[config.mk]
export PLATFORM = sky130hd
export DESIGN_NAME = stopwatch_ctrl
export DESIGN_NICKNAME = d
export VERILOG_FILES = /design/src/rtl/stopwatch_pkg.sv /design/src/rtl/key_debounce.sv /design/src/rtl/stopwatch_ctrl.sv
export SDC_FILE = /design/constraint.sdc
export NUM_CORES = 1
export LEC_CHECK = 0
export CORE_MARGIN = 2
export CORE_UTILIZATION = 48
export DETAILED_ROUTE_END_ITERATION = 12
export REMOVE_ABC_BUFFERS = 1
export SETUP_SLACK_MARGIN = 0.15
export SYNTH_ARGS = -nofsm -noshare
export SYNTH_HDL_FRONTEND = slang
export SYNTH_HIERARCHICAL = 1
export SYNTH_SLANG_ARGS = --single-unit
[constraint.sdc]
create_clock -name clk -period 2.5 [get_ports clk]
set_clock_uncertainty 0.2 [all_clocks]
set_input_delay 0.5 -clock clk [delete_from_list [all_inputs] [get_ports clk]]
set_output_delay 0.5 -clock clk [all_outputs]
set_load 0.005 [all_outputs]
[src/rtl/stopwatch_pkg.sv]
// -----------------------------------------------------------------------------
// stopwatch_pkg
// Shared definitions for the stopwatch control block, its counter datapath and
// its bench: the run/pause/lap/clear state encoding and helpers that turn the
// clock / tick / debounce settings into cycle counts.
// -----------------------------------------------------------------------------
package stopwatch_pkg;

   // Encodings are visible on state_o, so they are fixed explicitly.
   typedef enum logic [1:0] {
      ST_IDLE  = 2'b00,
      ST_RUN   = 2'b01,
      ST_PAUSE = 2'b10,
      ST_LAP   = 2'b11
   } state_e;

   // Clock cycles per count-enable tick.
   function automatic int unsigned calc_div(input int unsigned clk_hz,
                                            input int unsigned tick_hz);
      return clk_hz / tick_hz;
   endfunction

   // Clock cycles a key must stay stable; 64-bit product so large clocks
   // times long debounce windows cannot overflow.
   function automatic int unsigned calc_db_cycles(input int unsigned clk_hz,
                                                  input int unsigned debounce_ms);
      longint unsigned prod;
      prod = (64'(clk_hz) * 64'(debounce_ms)) / 64'd1000;
      return int'(prod);
   endfunction

   // Counting states: the counters advance in RUN and in LAP.
   function automatic logic is_running(input state_e s);
      return (s == ST_RUN) || (s == ST_LAP);
   endfunction

endpackage

[src/rtl/key_debounce.sv]
// -----------------------------------------------------------------------------
// key_debounce
// Brings one raw active-low push-button into the clock domain, filters bounce
// and emits a single-cycle pulse when the filtered level goes from released
// (1) to pressed (0). Releases produce no pulse.
//
// Ports:
//   clk_i      system clock
//   rst_i      asynchronous active-high reset
//   key_raw_i  raw key, active-low, asynchronous to clk_i
//   press_o    one-cycle press event (registered)
// -----------------------------------------------------------------------------
module key_debounce #(
   parameter int unsigned DB_CYCLES = 2
) (
   input  logic clk_i,
   input  logic rst_i,
   input  logic key_raw_i,
   output logic press_o
);

   // Counter only needs to reach DB_CYCLES-1: the flip happens on the edge
   // that would otherwise take it to DB_CYCLES.
   localparam int unsigned CW = (DB_CYCLES > 1) ? $clog2(DB_CYCLES) : 1;
   localparam logic [CW-1:0] CNT_LAST = CW'(DB_CYCLES - 1);
   localparam logic [CW-1:0] CNT_ONE  = CW'(1'b1);
   localparam logic [CW-1:0] CNT_ZERO = {CW{1'b0}};

   logic          sync1_q;
   logic          sync2_q;
   logic          level_q;
   logic          level_d;
   logic [CW-1:0] cnt_q;
   logic [CW-1:0] cnt_d;
   logic          press_q;
   logic          press_d;

   // Debounce rule: count consecutive cycles where the synchronized key
   // disagrees with the filtered level; any agreement restarts the count.
   always_comb begin
      cnt_d   = cnt_q;
      level_d = level_q;
      press_d = 1'b0;
      if (sync2_q != level_q) begin
         if (cnt_q == CNT_LAST) begin
            level_d = sync2_q;
            cnt_d   = CNT_ZERO;
            // Only the released-to-pressed direction is an event.
            press_d = ~sync2_q;
         end else begin
            cnt_d   = cnt_q + CNT_ONE;
         end
      end else begin
         cnt_d = CNT_ZERO;
      end
   end

   // Synchronizer, filter state and event register; everything resets to
   // "released" so no spurious press appears after reset.
   always_ff @(posedge clk_i or posedge rst_i) begin
      if (rst_i) begin
         sync1_q <= 1'b1;
         sync2_q <= 1'b1;
         level_q <= 1'b1;
         cnt_q   <= CNT_ZERO;
         press_q <= 1'b0;
      end else begin
         sync1_q <= key_raw_i;
         sync2_q <= sync1_q;
         level_q <= level_d;
         cnt_q   <= cnt_d;
         press_q <= press_d;
      end
   end

   assign press_o = press_q;

endmodule

[src/rtl/stopwatch_ctrl.sv]
// -----------------------------------------------------------------------------
// stopwatch_ctrl
// Control and sequencing for the stopwatch: debounces the start/stop and
// lap/reset keys, runs the IDLE/RUN/PAUSE/LAP machine and produces the
// centisecond count-enable, the counter clear and the display freeze.
//
// Ports:
//   clk         system clock, rising edge
//   rst         asynchronous active-high reset
//   key0_in     raw start/stop key, active-low
//   key1_in     raw lap/reset key, active-low
//   tick_o      one-cycle count-enable every DIV running cycles
//   clear_o     one-cycle clear pulse to all counters
//   lap_hold_o  display registers frozen (LAP)
//   run_o       counting (RUN or LAP)
//   state_o     current state encoding
// -----------------------------------------------------------------------------
module stopwatch_ctrl
   import stopwatch_pkg::*;
#(
   parameter int unsigned CLK_HZ      = 50_000_000,
   parameter int unsigned TICK_HZ     = 100,
   parameter int unsigned DEBOUNCE_MS = 20
) (
   input  logic       clk,
   input  logic       rst,
   input  logic       key0_in,
   input  logic       key1_in,
   output logic       tick_o,
   output logic       clear_o,
   output logic       lap_hold_o,
   output logic       run_o,
   output logic [1:0] state_o
);

   localparam int unsigned DIV       = calc_div(CLK_HZ, TICK_HZ);
   localparam int unsigned DB_CYCLES = calc_db_cycles(CLK_HZ, DEBOUNCE_MS);
   localparam int unsigned PW        = $clog2(DIV);
   localparam logic [PW-1:0] DIV_LAST   = PW'(DIV - 1);
   localparam logic [PW-1:0] PRESC_ONE  = PW'(1'b1);
   localparam logic [PW-1:0] PRESC_ZERO = {PW{1'b0}};

   logic          key0_press;
   logic          key1_press;

   state_e        state_q;
   state_e        state_d;
   logic          clear_q;
   logic          clear_d;
   logic [PW-1:0] presc_q;
   logic [PW-1:0] presc_d;
   logic          tick_q;
   logic          tick_d;

   key_debounce #(.DB_CYCLES(DB_CYCLES)) u_key0 (
      .clk_i     (clk),
      .rst_i     (rst),
      .key_raw_i (key0_in),
      .press_o   (key0_press)
   );

   key_debounce #(.DB_CYCLES(DB_CYCLES)) u_key1 (
      .clk_i     (clk),
      .rst_i     (rst),
      .key_raw_i (key1_in),
      .press_o   (key1_press)
   );

   // Next state and clear request. key0 is tested first everywhere, so a
   // key1 event in the same cycle is simply dropped.
   always_comb begin
      state_d = state_q;
      clear_d = 1'b0;
      case (state_q)
         ST_IDLE: begin
            if (key0_press) begin
               state_d = ST_RUN;
            end else if (key1_press) begin
               state_d = ST_IDLE;
               clear_d = 1'b1;
            end else begin
               state_d = state_q;
            end
         end
         ST_RUN: begin
            if (key0_press) begin
               state_d = ST_PAUSE;
            end else if (key1_press) begin
               state_d = ST_LAP;
            end else begin
               state_d = state_q;
            end
         end
         ST_LAP: begin
            if (key0_press) begin
               state_d = ST_PAUSE;
            end else if (key1_press) begin
               state_d = ST_RUN;
            end else begin
               state_d = state_q;
            end
         end
         ST_PAUSE: begin
            if (key0_press) begin
               state_d = ST_RUN;
            end else if (key1_press) begin
               state_d = ST_IDLE;
               clear_d = 1'b1;
            end else begin
               state_d = state_q;
            end
         end
         default: begin
            state_d = ST_IDLE;
         end
      endcase
   end

   // Prescaler advances for each cycle spent counting and holds its partial
   // value while paused. The tick is precomputed from the next-state values
   // so it can be registered yet line up with run_o and the prescaler.
   always_comb begin
      presc_d = presc_q;
      if (clear_d) begin
         presc_d = PRESC_ZERO;
      end else if (is_running(state_q)) begin
         if (presc_q == DIV_LAST) begin
            presc_d = PRESC_ZERO;
         end else begin
            presc_d = presc_q + PRESC_ONE;
         end
      end else begin
         presc_d = presc_q;
      end
      tick_d = is_running(state_d) && (presc_d == DIV_LAST);
   end

   // State, clear pulse, prescaler and tick registers.
   always_ff @(posedge clk or posedge rst) begin
      if (rst) begin
         state_q <= ST_IDLE;
         clear_q <= 1'b0;
         presc_q <= PRESC_ZERO;
         tick_q  <= 1'b0;
      end else begin
         state_q <= state_d;
         clear_q <= clear_d;
         presc_q <= presc_d;
         tick_q  <= tick_d;
      end
   end

   assign state_o    = state_q;
   assign run_o      = is_running(state_q);
   assign lap_hold_o = (state_q == ST_LAP);
   assign clear_o    = clear_q;
   assign tick_o     = tick_q;

endmodule

Word-level counts from Yosys, hierarchy flattened
Index checks and enable logic that the tools add are counted.
Storage, ports and cells
  word-level logic and storage cells: 58
  register bits after elaboration: 71
  output and inout port bits: 6
  input bits: 4
Operators by class
  multiplexer cells: 21
  bitwise operators: 2
  equal/unequal tests: 11
  reduce and logical (&&, ||, !) cells: 7
  $add $sub $neg: 3
Operators by type and width (number)
  two-way mux 20 bit: 4
  two-way mux 19 bit: 3
  adder 20 x 1 -> 20 bit (second input constant): 2
  equality test 20 bit (second input constant): 2
  equality test 19 bit (second input constant): 2
  adder 19 x 1 -> 19 bit (second input constant): 1
  two-way mux 2 bit: 6
  two-way mux 1 bit: 7
  equality test 2 bit (second input constant): 3
  case mux 2 bit (3 select lines): 1
  equality test 2 x 1 -> 1 bit (second input constant): 2
  AND reduction 2 bit: 2
  logical NOT 2 bit: 1
  logical OR 1 bit: 2
  inequality test 1 bit: 2
  inverter 1 bit: 2
  OR reduction 2 bit: 1
  logical AND 1 bit: 1

Longest topological paths before layout
Gate-level depths: netlist of run 1.
  depth in word-level cells: 6
  mapped depth: 6
  depth with buffers taken out: 6

Modules after synthesis
The synthesis of run 1 kept the hierarchy.
By module, submodules not included
  key_debounce: area each 1192.4 µm², sequential area each 604.3 µm², times used 2, cells each 108
  stopwatch_ctrl: area each 1266.2 µm², sequential area each 575.6 µm², times used 1, cells each 129

Worst setup path after synthesis of run 1
Ideal clock, no wire load.
  kind: register -> register
  start: register presc_q[0]
  end: register tick_q (netlist: tick_o)
  clock period less this slack: 2218 ps
  required time: 2189 ps
  cell stages (with the launch flop): 7
  buffers on the path: 0
  path slack: 282 ps
  arrival: 1906 ps
  setup time: 111 ps
  cells stage by stage: dfrtp_1 > ha_1 > and3_2 > or4_1 > a211oi_1 > o2111ai_1 > a2111oi_2
Between the ends
  longest elaborated chain between the ends: 6
  elaborated cells on any way between the ends: 7
  classes of those cells: 1 x add/sub; 2 x eq/ne; 3 x mux; 1 x reduce/logical
RTL lines
  start: declaration: line stopwatch_ctrl.sv:50  | logic [PW-1:0] presc_q;
  start signal: assignment: line stopwatch_ctrl.sv:148  | presc_q <= presc_d;
  adder 19 x 1 -> 19 bit or equality test 19 bit (tied branches): line stopwatch_ctrl.sv:130, stopwatch_ctrl.sv:127
  two-way mux 19 bit: line stopwatch_ctrl.sv:127  | if (presc_q == DIV_LAST) begin
  two-way mux 19 bit *: line stopwatch_ctrl.sv:126  | end else if (is_running(state_q)) begin
  two-way mux 19 bit *: line stopwatch_ctrl.sv:124  | if (clear_d) begin
  equality test 19 bit *: line stopwatch_ctrl.sv:135  | tick_d = is_running(state_d) && (presc_d == DIV_LAST);
  logical AND 1 bit *: line stopwatch_ctrl.sv:135
  net tick_d: line stopwatch_ctrl.sv:53  | logic tick_d;
  end signal: assignment: line stopwatch_ctrl.sv:149  | tick_q <= tick_d;
  end: declaration: line stopwatch_ctrl.sv:52  | logic tick_q;
Mark *: on every way through the listed nets, which the timed path passes. The rest lies on a longest branch.
A chain may end at the register's enable or synchronous reset.

Worst setup path after layout of run 1
  start: register presc_q[1]
  end: register tick_q (netlist: tick_o)
Same word-level chain as after synthesis.

==> out/results.ini, run 1 <==
[power]
pwr-share-comb_pct = 3.0
power_frac_clock_pct = 45.0
p_sw_share_pct = 22.25
p_int_mw = 1.751
power_density_nw_per_um2 = 541.5
switching_power_mw = 0.5010
finalPower_mw = 2.252
sequentialPowerShare_pct = 52.0
p_leak_nw = 1.769
ir_worst_vdd_uv = 307.2

[critical_path]
path_delay_family = compound AO/OA/AOI/OAI gates
crit_chain = ha_2, nor4bb_1, a41oi_1, a2111oi_1, o2111ai_1, a2111oi_2
end_kind = register
worstSetupPathType = register to register
r2r-start = presc_q[1]
cp_max_fo = 4
critical_path.max_stage_delay_ns = 0.44
crit_slowest_cell = dfrtp_1
crit_buf_inv = 0
critical_path.startpoint_type = register
crit_path_start = presc_q[1]
arrival_ns = 2.34
crit_required_ns = 2.54

[global_routing]
grt_pass1_vias = 2640
overflow = 0
grt_pass1_wl_mm = 12.89
antenna_found_initial = 0
groute.usage.overall_pct = 19.47
grt_max_degree = 25

[place]
dp_hpwl_mm = 5.177
routabilityCongestion = 0.8062
place_ws_ns = 0.1523
port_buffers = 9

[timing]
worst_pin_slew_ns = 0.5927
min_period_ns = 2.298
slew_viol_final = 0
timing.final.crit_share_pct = 91.90
hold_viol = 0
setup_ws_ns = 0.2025
max_freq_ghz = 0.4352
fin_tns_setup_ns = 0
max_slew_margin_pct = 60.12
final-setup-viol-count = 0
rsz0062_at_grt = yes

[floorplanning]
start_util_pct = 50.07
core_area_um2 = 7292
fp-row-count = 31
io_pins = 10
die_h_um = 91.22
die_width_um = 91.22
die_area_um2 = 8320

[synthesis]
yosysSeqAreaShare_pct = 48.87
synth_edf_count = 0
synth_ff_type = dfrtp_1
syn_avg_cell_area_um2 = 10.58
ys_ff_latch = 71
ys_types = 45
synth_simple_gate_area_share_pct = 28.65
async_flop_share_pct = 100.0
synth-warning-count = 6
synthCells = 345
synth_compound_area_share_pct = 6.477
synthMuxAreaShare_pct = 1.645
synth_top_family_by_area = simple AND/OR/NAND/NOR gates
synth_fa_ha_area_share_pct = 1.028
synth_xor_area_share_pct = 11.27
netlist_area_um2 = 3651

[drt]
wl_per_cell_um = 15.54
firstDrtPassIters = 4
antenna_left = 0
drt-initial-drc-count = 122
drt_wl_total_mm = 7.430
vias = 2658
drcViolationCount = 0
vias_per_cell = 5.561

[cells_and_area]
mostFrequentLayoutCells = dfrtp_1, nor2_1, xnor2_1, xor2_1, nand3_1
multiInputGateArea_um2 = 1795
diodes = 0
finalNetCount = 381
layout.cells.most_common = dfrtp_1
register_area_um2 = 1785
fillCellCount = 667
area_growth_pct = 13.91
final_layout_size_suffix_gt1_share_pct = 16.62

[clocking]
cts_sinks = 71
cts_tree = built
clockRootBuffer = clkbuf_8
clock_latency_ns = 0.35
cts_made_buffers = 9
holdBufCountCts = 0
clk_path_buf_depth = 2
clkSlewWorstSetupHoldPaths_ns = 0.08
htreeDepth = 3

[min_path]
hold_class = register to register
hp-start = u_key0/sync1_q

[outcome]
outcome = completed

[flow_run]
drv_cap = 0

-- worst register-to-register path: stages (launching register included) --
cell and delay, ns:
dfrtp_1 0.44, ha_2 0.35, nor4bb_1 0.27, a41oi_1 0.08
a2111oi_1 0.44, o2111ai_1 0.19, a2111oi_2 0.22
-- registers in the layout (all words and copies together), names as in the netlist --
| name | cells |
|---|---|
| u_key0/cnt_q | 20 |
| u_key1/cnt_q | 20 |
| presc_q | 19 |
| state_o | 2 |
| clear_o | 1 |
| tick_o | 1 |
| u_key0/level_q | 1 |
| u_key0/press_o | 1 |
| u_key0/sync1_q | 1 |
| u_key0/sync2_q | 1 |
| u_key1/level_q | 1 |
| u_key1/press_o | 1 |
| u_key1/sync1_q | 1 |
| u_key1/sync2_q | 1 |
-- repair_timing --
item,4_1_cts,5_1_grt
setup endpoints to repair,4,2
resized for setup,2,1
setup buffers,0,3
-- layout make-up --
cell class | count | share of cell area [%]
Clock inverter | 5 | 1.986
Inverter | 12 | 1.083
Multi-Input combinational cell | 257 | 43.17
Sequential cell | 71 | 42.93
Clock buffer | 11 | 3.159
Timing Repair Buffer | 23 | 4.693
Tap cell | 99 | 2.978
-- synthesized netlist by cell type (3+ instances only) --
library cell	number	area share [%]
nor2_1	54	5.6
xor2_1	23	5.5
buf_4	3	0.62
nor4_2	5	1.7
and4_1	4	0.96
or4_1	7	1.4
xnor2_1	24	5.8
nand3_1	18	2.5
ha_1	3	1.0
inv_1	12	1.2
nor4_1	6	1.0
a21oi_1	11	1.5
or2_1	3	0.51
nand2_1	16	1.6
mux2i_1	3	0.82
dfrtp_1	65	45
nand4_2	4	1.4
nor4bb_1	4	1.1
and3_1	12	2.1
nor3b_1	3	0.62
o31ai_1	6	1.2
o21ai_0	4	0.55
nand4_1	10	1.7
dfstp_2	6	4.3
nand3_2	5	1.4
nor3_1	5	0.69
-- logic make-up after synthesis --
| family | count (synthesis) |
|---|---|
| fa+ha+maj | 3 |
| compound gates | 30 |
| mux | 5 |
| buf+inv | 17 |
| xor+xnor | 47 |
| simple gates | 172 |
| flops | 71 |
-- per-layer routing --
metal	track usage [%]	routed length, µm	share of wire [%]	up-vias
met1	27.57	3627	49	1311
li1	-	-	-	1291
met2	29.81	3462	47	46
met3	3.071	215	2.9	10
met4	8.207	125	1.7	0
met5	0	0	0	-
-- per-stage QoR --
| step | area (µm²) | util (%) | hold WS (ns) | cells |
|---|---|---|---|---|
| floorplan | 3621 | - | 0.1452 | 340 |
| global placement | 3918 | 53.72 | 0.1458 | 459 |
| detailed placement | 3918 | 53.72 | 0.1507 | 459 |
| CTS | 4134 | 56.69 | 0.1627 | 475 |
| global route | 4159 | 57.04 | 0.1639 | 478 |
| finish | 4159 | 57.04 | 0.1599 | 478 |
-- path summary, 6_finish.rpt --
| path | end | slack, ns | cells after the start |
|---|---|---|---|
| max | tick_o | 0.20 | 6 |
| min | u_key0/sync2_q | 0.16 | 0 |
| max reg2reg | tick_o | 0.20 | 6 |
| min reg2reg | u_key0/sync2_q | 0.16 | 0 |
| max in group asynchronous | u_key0/level_q | 1.40 | 3 |
| min in group asynchronous | u_key1/cnt_q[14] | 0.39 | 3 |
-- power groups by stage --
stage	logic (mW)	registers (mW)	clock network (mW)
5_1_grt	0.0800	1.17	1.10
3_3_place_gp	0.0690	1.19	0
4_1_cts	0.0707	1.17	1.04
2_1_floorplan	0.0400	1.19	0
6_report	0.0674	1.17	1.01
3_5_place_dp	0.0705	1.19	0
Note: power is estimated with default switching activity, not from simulation.
==> run 2: changes to the inputs <==
--- a/config.mk
+++ b/config.mk
@@ -7,6 +7,7 @@
 export LEC_CHECK = 0
 export CORE_MARGIN = 2
 export CORE_UTILIZATION = 48
+export CTS_CLUSTER_DIAMETER = 100
 export DETAILED_ROUTE_END_ITERATION = 12
 export REMOVE_ABC_BUFFERS = 1
 export SETUP_SLACK_MARGIN = 0.15
==> results of run 2 <==
Same layout as run 1: the final DEF is identical, and so are final timing and power.
